### src/rtl/fetch_instruccion_micro.sv
// Instruction fetch stage: PC, ROM req/ack read with timeout,
// registered instruction output under a valid/ready handshake.
module fetch_instruccion_micro #(
    parameter int DW     = 8,
    parameter int AW     = 8,
    parameter int TO_CYC = 15
) (
    input  logic          i_clk,
    input  logic          i_rst_n,
    input  logic          i_en,
    input  logic          i_jump,
    input  logic [AW-1:0] i_jump_addr,
    output logic          o_rom_req,
    output logic [AW-1:0] o_rom_addr,
    input  logic          i_rom_ack,
    input  logic [DW-1:0] i_rom_data,
    output logic [DW-1:0] o_instruccion,
    output logic          o_valid,
    input  logic          i_ready,
    output logic [AW-1:0] o_pc,
    output logic          o_err
);
    localparam int CW = $clog2(TO_CYC + 1);

    typedef enum logic [1:0] {S_IDLE, S_REQ, S_HOLD} state_t;

    state_t        r_state, w_state;
    logic [AW-1:0] r_pc, w_pc;
    logic [CW-1:0] r_cnt, w_cnt;
    logic          r_req, w_req;
    logic [AW-1:0] r_addr, w_addr;
    logic [DW-1:0] r_instr, w_instr;
    logic          r_valid, w_valid;
    logic [AW-1:0] r_opc, w_opc;
    logic          r_err, w_err;

    always_ff @(posedge i_clk or negedge i_rst_n) begin
        if (!i_rst_n) begin
            r_state <= S_IDLE;
            r_pc    <= '0;
            r_cnt   <= '0;
            r_req   <= 1'b0;
            r_addr  <= '0;
            r_instr <= '0;
            r_valid <= 1'b0;
            r_opc   <= '0;
            r_err   <= 1'b0;
        end else begin
            r_state <= w_state;
            r_pc    <= w_pc;
            r_cnt   <= w_cnt;
            r_req   <= w_req;
            r_addr  <= w_addr;
            r_instr <= w_instr;
            r_valid <= w_valid;
            r_opc   <= w_opc;
            r_err   <= w_err;
        end
    end

    always_comb begin
        w_state = r_state;
        w_pc    = r_pc;
        w_cnt   = r_cnt;
        w_req   = r_req;
        w_addr  = r_addr;
        w_instr = r_instr;
        w_valid = r_valid;
        w_opc   = r_opc;
        w_err   = 1'b0;
        if (i_jump) begin
            w_pc    = i_jump_addr;
            w_valid = 1'b0;
            w_req   = 1'b0;
            w_cnt   = '0;
            w_state = i_en ? S_REQ : S_IDLE;
        end else begin
            unique case (r_state)
                S_IDLE: begin
                    if (i_en) begin
                        w_state = S_REQ;
                        w_req   = 1'b1;
                        w_addr  = r_pc;
                        w_cnt   = '0;
                    end
                end
                S_REQ: begin
                    // req low here means a fresh entry or the post-timeout gap
                    if (!r_req) begin
                        w_req  = 1'b1;
                        w_addr = r_pc;
                    end else if (i_rom_ack) begin
                        w_instr = i_rom_data;
                        w_opc   = r_pc;
                        w_valid = 1'b1;
                        w_pc    = r_pc + AW'(1);
                        w_req   = 1'b0;
                        w_cnt   = '0;
                        w_state = S_HOLD;
                    end else if (r_cnt == CW'(TO_CYC)) begin
                        w_err = 1'b1;
                        w_req = 1'b0;
                        w_cnt = '0;
                    end else begin
                        w_cnt = r_cnt + CW'(1);
                    end
                end
                S_HOLD: begin
                    if (i_ready) begin
                        w_valid = 1'b0;
                        w_state = i_en ? S_REQ : S_IDLE;
                    end
                end
                default: w_state = S_IDLE;
            endcase
        end
    end

    assign o_rom_req     = r_req;
    assign o_rom_addr    = r_addr;
    assign o_instruccion = r_instr;
    assign o_valid       = r_valid;
    assign o_pc          = r_opc;
    assign o_err         = r_err;
endmodule

### config.mk
export PLATFORM = sky130hd
export DESIGN_NAME = fetch_instruccion_micro
export DESIGN_NICKNAME = d
export VERILOG_FILES = /design/src/rtl/fetch_instruccion_micro.sv
export SDC_FILE = /design/constraint.sdc
export NUM_CORES = 1
export LEC_CHECK = 0
export CAP_MARGIN = 15
export CELL_PAD_IN_SITES_DETAIL_PLACEMENT = 1
export CELL_PAD_IN_SITES_GLOBAL_PLACEMENT = 2
export CORE_MARGIN = 2
export CORE_UTILIZATION = 29
export DETAILED_ROUTE_END_ITERATION = 16
export GPL_TIMING_DRIVEN = 0
export PLACE_DENSITY_LB_ADDON = 0.1
export SLEW_MARGIN = 20
export SYNTH_ARGS = -nofsm -noshare
export SYNTH_HDL_FRONTEND = slang
export SYNTH_SLANG_ARGS = --single-unit
### constraint.sdc
create_clock -name i_clk -period 1.5 [get_ports i_clk]
set_clock_uncertainty 0.05 [all_clocks]
set_input_delay 0.15 -clock i_clk [delete_from_list [all_inputs] [get_ports i_clk]]
set_output_delay 0.15 -clock i_clk [all_outputs]
set_load 0.005 [all_outputs]
## Word-level counts from Yosys, hierarchy flattened

Cells that the tools add are included.

| storage, ports and cells | value |
|---|---|
| bits in registers | 41 |
| bits of input ports | 22 |
| output and inout bits | 27 |
| word-level logic and storage cells | 71 |

| operators by class | value |
|---|---|
| add/subtract/negate cells | 2 |
| equal/unequal tests | 9 |
| mux-type cells | 36 |
| bitwise logic cells | 1 |
| reductions and logical operators | 14 |

Operator list:

| operator | number |
|---|---|
| 2-to-1 mux 8 bit | 6 |
| 2-to-1 mux 4 bit | 5 |
| case mux 8 bit (2 select lines) | 1 |
| AND reduction 4 bit | 4 |
| 2-to-1 mux 1 bit | 15 |
| != test 3 bit, second input constant | 4 |
| 2-to-1 mux 2 bit | 5 |
| adder 8 x 1 -> 8 bit, second input constant | 1 |
| case mux 4 bit (2 select lines) | 1 |
| nonzero test 2 bit | 4 |
| case mux 2 bit (3 select lines) | 1 |
| AND reduction 3 bit | 2 |
| nonzero test 3 bit | 2 |
| adder 4 x 1 -> 4 bit, second input constant | 1 |
| == test 4 bit, second input constant | 1 |
| != test 2 bit, second input constant | 2 |
| case mux 1 bit (2 select lines) | 2 |
| == test 2 x 1 -> 1 bit, second input constant | 1 |
| == test 2 bit, second input constant | 1 |
| zero test 2 bit | 1 |
| AND reduction 2 bit | 1 |
| inverter 1 bit | 1 |

## Depth between registers and ports, before layout

| depth | value |
|---|---|
| word-level depth | 6 |
| mapped depth | 5 |
| depth with buffers taken out | 4 |

## Worst setup path before layout

Ideal clock, no wire load.

| timing path | value |
|---|---|
| kind | register -> register |
| from | register r_req (netlist: o_rom_req) |
| to | register r_addr[0] (netlist: o_rom_addr[0]) |
| setup time | 0.125 ns |
| data arrival time | 1.407 ns |
| required time | 1.325 ns |
| slack | -0.082 ns |
| stages on the path, launching flop included | 5 |
| path buffers | 2 |
| period minus slack after synthesis | 1.582 ns |
| cells stage by stage | dfrtp_1 -> buf_4 -> a2111o_1 -> buf_6 -> mux2_4 |

| between the ends | value |
|---|---|
| longest elaborated chain between the ends | 2 |

RTL lines:

| what | line | text |
|---|---|---|
| from (decl) | 30 | `logic r_req, w_req;` |
| from (signal assigned) | 52 | `r_req <= w_req;` |
| != test 2 bit (no line) | - |  |
| AND reduction 4 bit (no line) | - |  |
| to (signal assigned) | 53 | `r_addr <= w_addr;` |
| to (decl) | 31 | `logic [AW-1:0] r_addr, w_addr;` |

No other way between the ends.
A chain may end at the register's enable or synchronous reset.

## Worst setup path after layout

| timing path | value |
|---|---|
| from | register r_state[0] |
| to | register r_addr[3] (netlist: o_rom_addr[3]) |

| between the ends | value |
|---|---|
| longest elaborated chain between the ends | 3 |
| elaborated cells on any way between the ends | 7 |
| classes of those cells | eq/ne (3); mux (1); reduce/logical (3) |

RTL lines:

| what | line | text |
|---|---|---|
| from (decl) | 27 | `state_t r_state, w_state;` |
| from (signal assigned) | 49 | `r_state <= w_state;` |
| == test 2 x 1 -> 1 bit or zero test 2 bit (tied branches) | 78 | `unique case (r_state)` |
| != test 2 bit (no line) or nonzero test 2 bit (tied branches) | - |  |
| AND reduction 4 bit (no line) | - |  |

Parallel ways exist; a longest one is shown, timed or not.

==> qor.yml <==
critical_path_class: "reg -> reg"
drcViolationCount: 0
clock.fmax_mhz: 635
synth_top_flop_cell: "sky130_fd_sc_hd__dfrtp_1"
drive_gt1_share_pct: 30.9
path_common_cell: "sky130_fd_sc_hd__buf_6"
ys.warnings.count: 0
drt-vias-per-instance: 5.03
synth_top_area_share_pct: 52.4
numPlacedInstances: 283
synth_enable_flop_cells: 0
numCtsBuffers: 5
clk_transition_reported_paths_ps: 80
cp_max_fo: 8
synth.largest_area_cell: "sky130_fd_sc_hd__dfrtp_1"
final-max-slew-violation-count: 0
cpLargestDelayFamily: "compound AO/OA/AOI/OAI gates"
ys_seq_area_share_pct: 52.4
layout.filler_cells: 662
maxCapViolCount: 0
preCtsSetupSlack_ps: -576
design.core.area_um2: 6420
routed-via-count: 1543
die_h_um: 86.1
cts_buffer_depth: 2
timing.final.setup_violations: 18
p_leak_nw: 1.25
fin_ws_ps: -73.7
timing.critical_path.cells: "buf_6 > a2111o_1 > buf_6 > mux2_4"
syn-cell-area_um2: 1960
grt_first_pass_wirelength_mm: 8.53
failed_checks: "setup timing"
total_global_route_track_usage_pct: 14.9
syn-instance-count: 157
required_time_of_the_worst_setup_path_ps: 1630
synth_top_cells_by_area: "sky130_fd_sc_hd__dfrtp_1 52%, sky130_fd_sc_hd__mux2_2 7.5%, sky130_fd_sc_hd__mux2_4 6.1%"
placed_wire_length_estimate_mm: 3.60
drt_iter0_drc: 75
finalWeightedCongestion: 0.760
antenna_cells: 0
clk_root_buffer_cell: "sky130_fd_sc_hd__clkbuf_8"
cts_tree: "yes"
wl_per_cell_um: 17.2
grt_antenna_before_repair: 0
synth.cells.most_frequent: "41 x sky130_fd_sc_hd__dfrtp_1, 13 x sky130_fd_sc_hd__mux2_2, 10 x sky130_fd_sc_hd__nand3_1"
floorplan.rows: 29
worst_hold_path_type: "in -> async"
synth_async_sr_flop_share_pct: 100
grt_overflow_total: 0
ant_nets: 0
port_buffers: 48
htreeDepth: 2
fp.dieArea_um2: 7420
unrepaired_setup_endpoints_after_global_routing: "yes"
layout-area-overhead-vs-synth_pct: 47.6
floorplan.die.width_um: 86.1
synth.lib_cells_used.distinct: 37
tightest_slew_ps: 485
initial_util_pct: 30.5
synth_most_common_cell: "sky130_fd_sc_hd__dfrtp_1"
grt_max_degree: 24
post_layout_nonfiller_instances: 307
critical-path-max-stage-delay_ps: 410
power_density_nw_per_um2: 1240
drt_first_pass_iters: 4
timing.critical_path.to_type: "flop"
vdd_drop_max_v: 0.000708
data_arrival_critical_path_ps: 1700
cp_slowest_cell: "sky130_fd_sc_hd__a2111o_1"
period_needed_ps: 1570
io-pin-count: 49
final_util_pct: 45.0
cts.sink_count: 41
avgSynthCellArea_um2: 12.5
totalWireLength_mm: 5.27
register_bit_total_from_synthesis: 41
crit_buf_inv: 2
grt_pass1_vias: 1695
syn_nets: 181
cp-start-kind: "flop"
final_hold_viol_count: 0
post_layout_nets: 253
min_period_over_period_pct: 105
latest_clock_arrival_within_the_worst_skew_pair_ps: 290
relSlewSlack_pct: 67.6
status: "finished, violations left"
fin_hold_ws_ps: 295
what timing repair did:
action	4_1_cts	5_1_grt
gates cloned	1	0
endpoints found under the hold margin	18	0
pin swaps	6	6
gates resized for setup	11	24
setup buffers	13	1
hold buffers	1	0
setup endpoints to repair	31	35
worst reg2reg max path, stage by stage (launching register included):
cell and delay [ps]:
sky130_fd_sc_hd__dfrtp_1 390, sky130_fd_sc_hd__buf_6 140, sky130_fd_sc_hd__a2111o_1 410, sky130_fd_sc_hd__buf_6 170, sky130_fd_sc_hd__mux2_4 300
power by group:
group	leakage, nW	internal (W)	switching (W)	total, W
Combinational	0.703	0.000916	0.000393	0.00131
Clock	0.0450	0.000323	0.000389	0.000712
Sequential	0.497	0.00138	0.000173	0.00156
through the flow:
stage | total power, W | TNS (ps) | cell area [um2]
2_1_floorplan | 0.00201 | -249 | 1970
5_1_grt | 0.00383 | -2200 | 2890
3_3_place_gp | 0.00267 | -48070 | 2550
6_report | 0.00358 | -853 | 2890
3_5_place_dp | 0.00272 | -14900 | 2570
4_1_cts | 0.00352 | -755 | 2800
cell usage in the layout, fill, tap and decap left out, types with 5 or more instances in the layout:
| cell type | netlist | final |
|---|---|---|
| sky130_fd_sc_hd__nand3_1 | 10 | 9 |
| sky130_fd_sc_hd__buf_4 | 2 | 12 |
| sky130_fd_sc_hd__buf_6 | 3 | 9 |
| sky130_fd_sc_hd__clkbuf_8 | 0 | 5 |
| sky130_fd_sc_hd__dfrtp_1 | 41 | 38 |
| sky130_fd_sc_hd__mux2_4 | 8 | 22 |
| sky130_fd_sc_hd__nand2_1 | 7 | 7 |
| sky130_fd_sc_hd__o211ai_1 | 5 | 5 |
| sky130_fd_sc_hd__clkdlybuf4s50_1 | 0 | 45 |
| sky130_fd_sc_hd__o21ai_0 | 7 | 5 |
| sky130_fd_sc_hd__nor2_1 | 7 | 7 |
layout make-up:
| cell class | instances | area (um2) | share of cell area, % |
|---|---|---|---|
| Clock inverter | 2 | 10.0 | 0.347 |
| Buffer | 9 | 87.6 | 3.03 |
| Inverter | 4 | 15.0 | 0.520 |
| Multi-Input combinational cell | 103 | 937 | 32.5 |
| Tap cell | 77 | 96.3 | 3.34 |
| Clock buffer | 6 | 72.6 | 2.51 |
| Sequential cell | 41 | 1030 | 35.7 |
| Timing Repair Buffer | 65 | 639 | 22.1 |
metal layers:
layer | track usage, % | share of wire (%) | vias up
met5 | 0 | 0 | -
met4 | 3.90 | 1.1 | 0
met3 | 3.56 | 3.3 | 6
met2 | 24.7 | 50 | 33
met1 | 19.6 | 45 | 789
li1 | - | - | 715
state kept, by name, indices dropped and copies added, names as in the netlist:
name,count
r_pc,8
o_err,1
o_instruccion,8
o_pc,8
r_cnt,4
o_rom_req,1
r_state,2
o_rom_addr,8
o_valid,1
final timing paths:
check,startpoint,cells after the start,slack [ps],to
worst max register to register,r_state[0],4,-70,o_rom_addr[3]
worst max-delay path,r_state[0],4,-70,o_rom_addr[3]
worst min-delay path,i_rst_n,2,290,r_cnt[2]
min in group i_clk,i_jump_addr[5],3,370,r_pc[5]
worst min register to register,o_pc[4],1,440,o_pc[4]
max in group asynchronous,i_rst_n,3,610,r_pc[0]
logic make-up (layout without fill, tap and decap cells):
kind of cell,after synthesis,after routing,synth area share [%]
fa+ha+maj,2,2,1.28
flops,41,41,52.4
xor+xnor,1,1,0.448
buf+inv,13,86,4.16
compound gates,25,25,8.25
simple gates,47,47,16.0
mux,28,28,17.4
No activity file was read; power rests on OpenSTA's default activity.
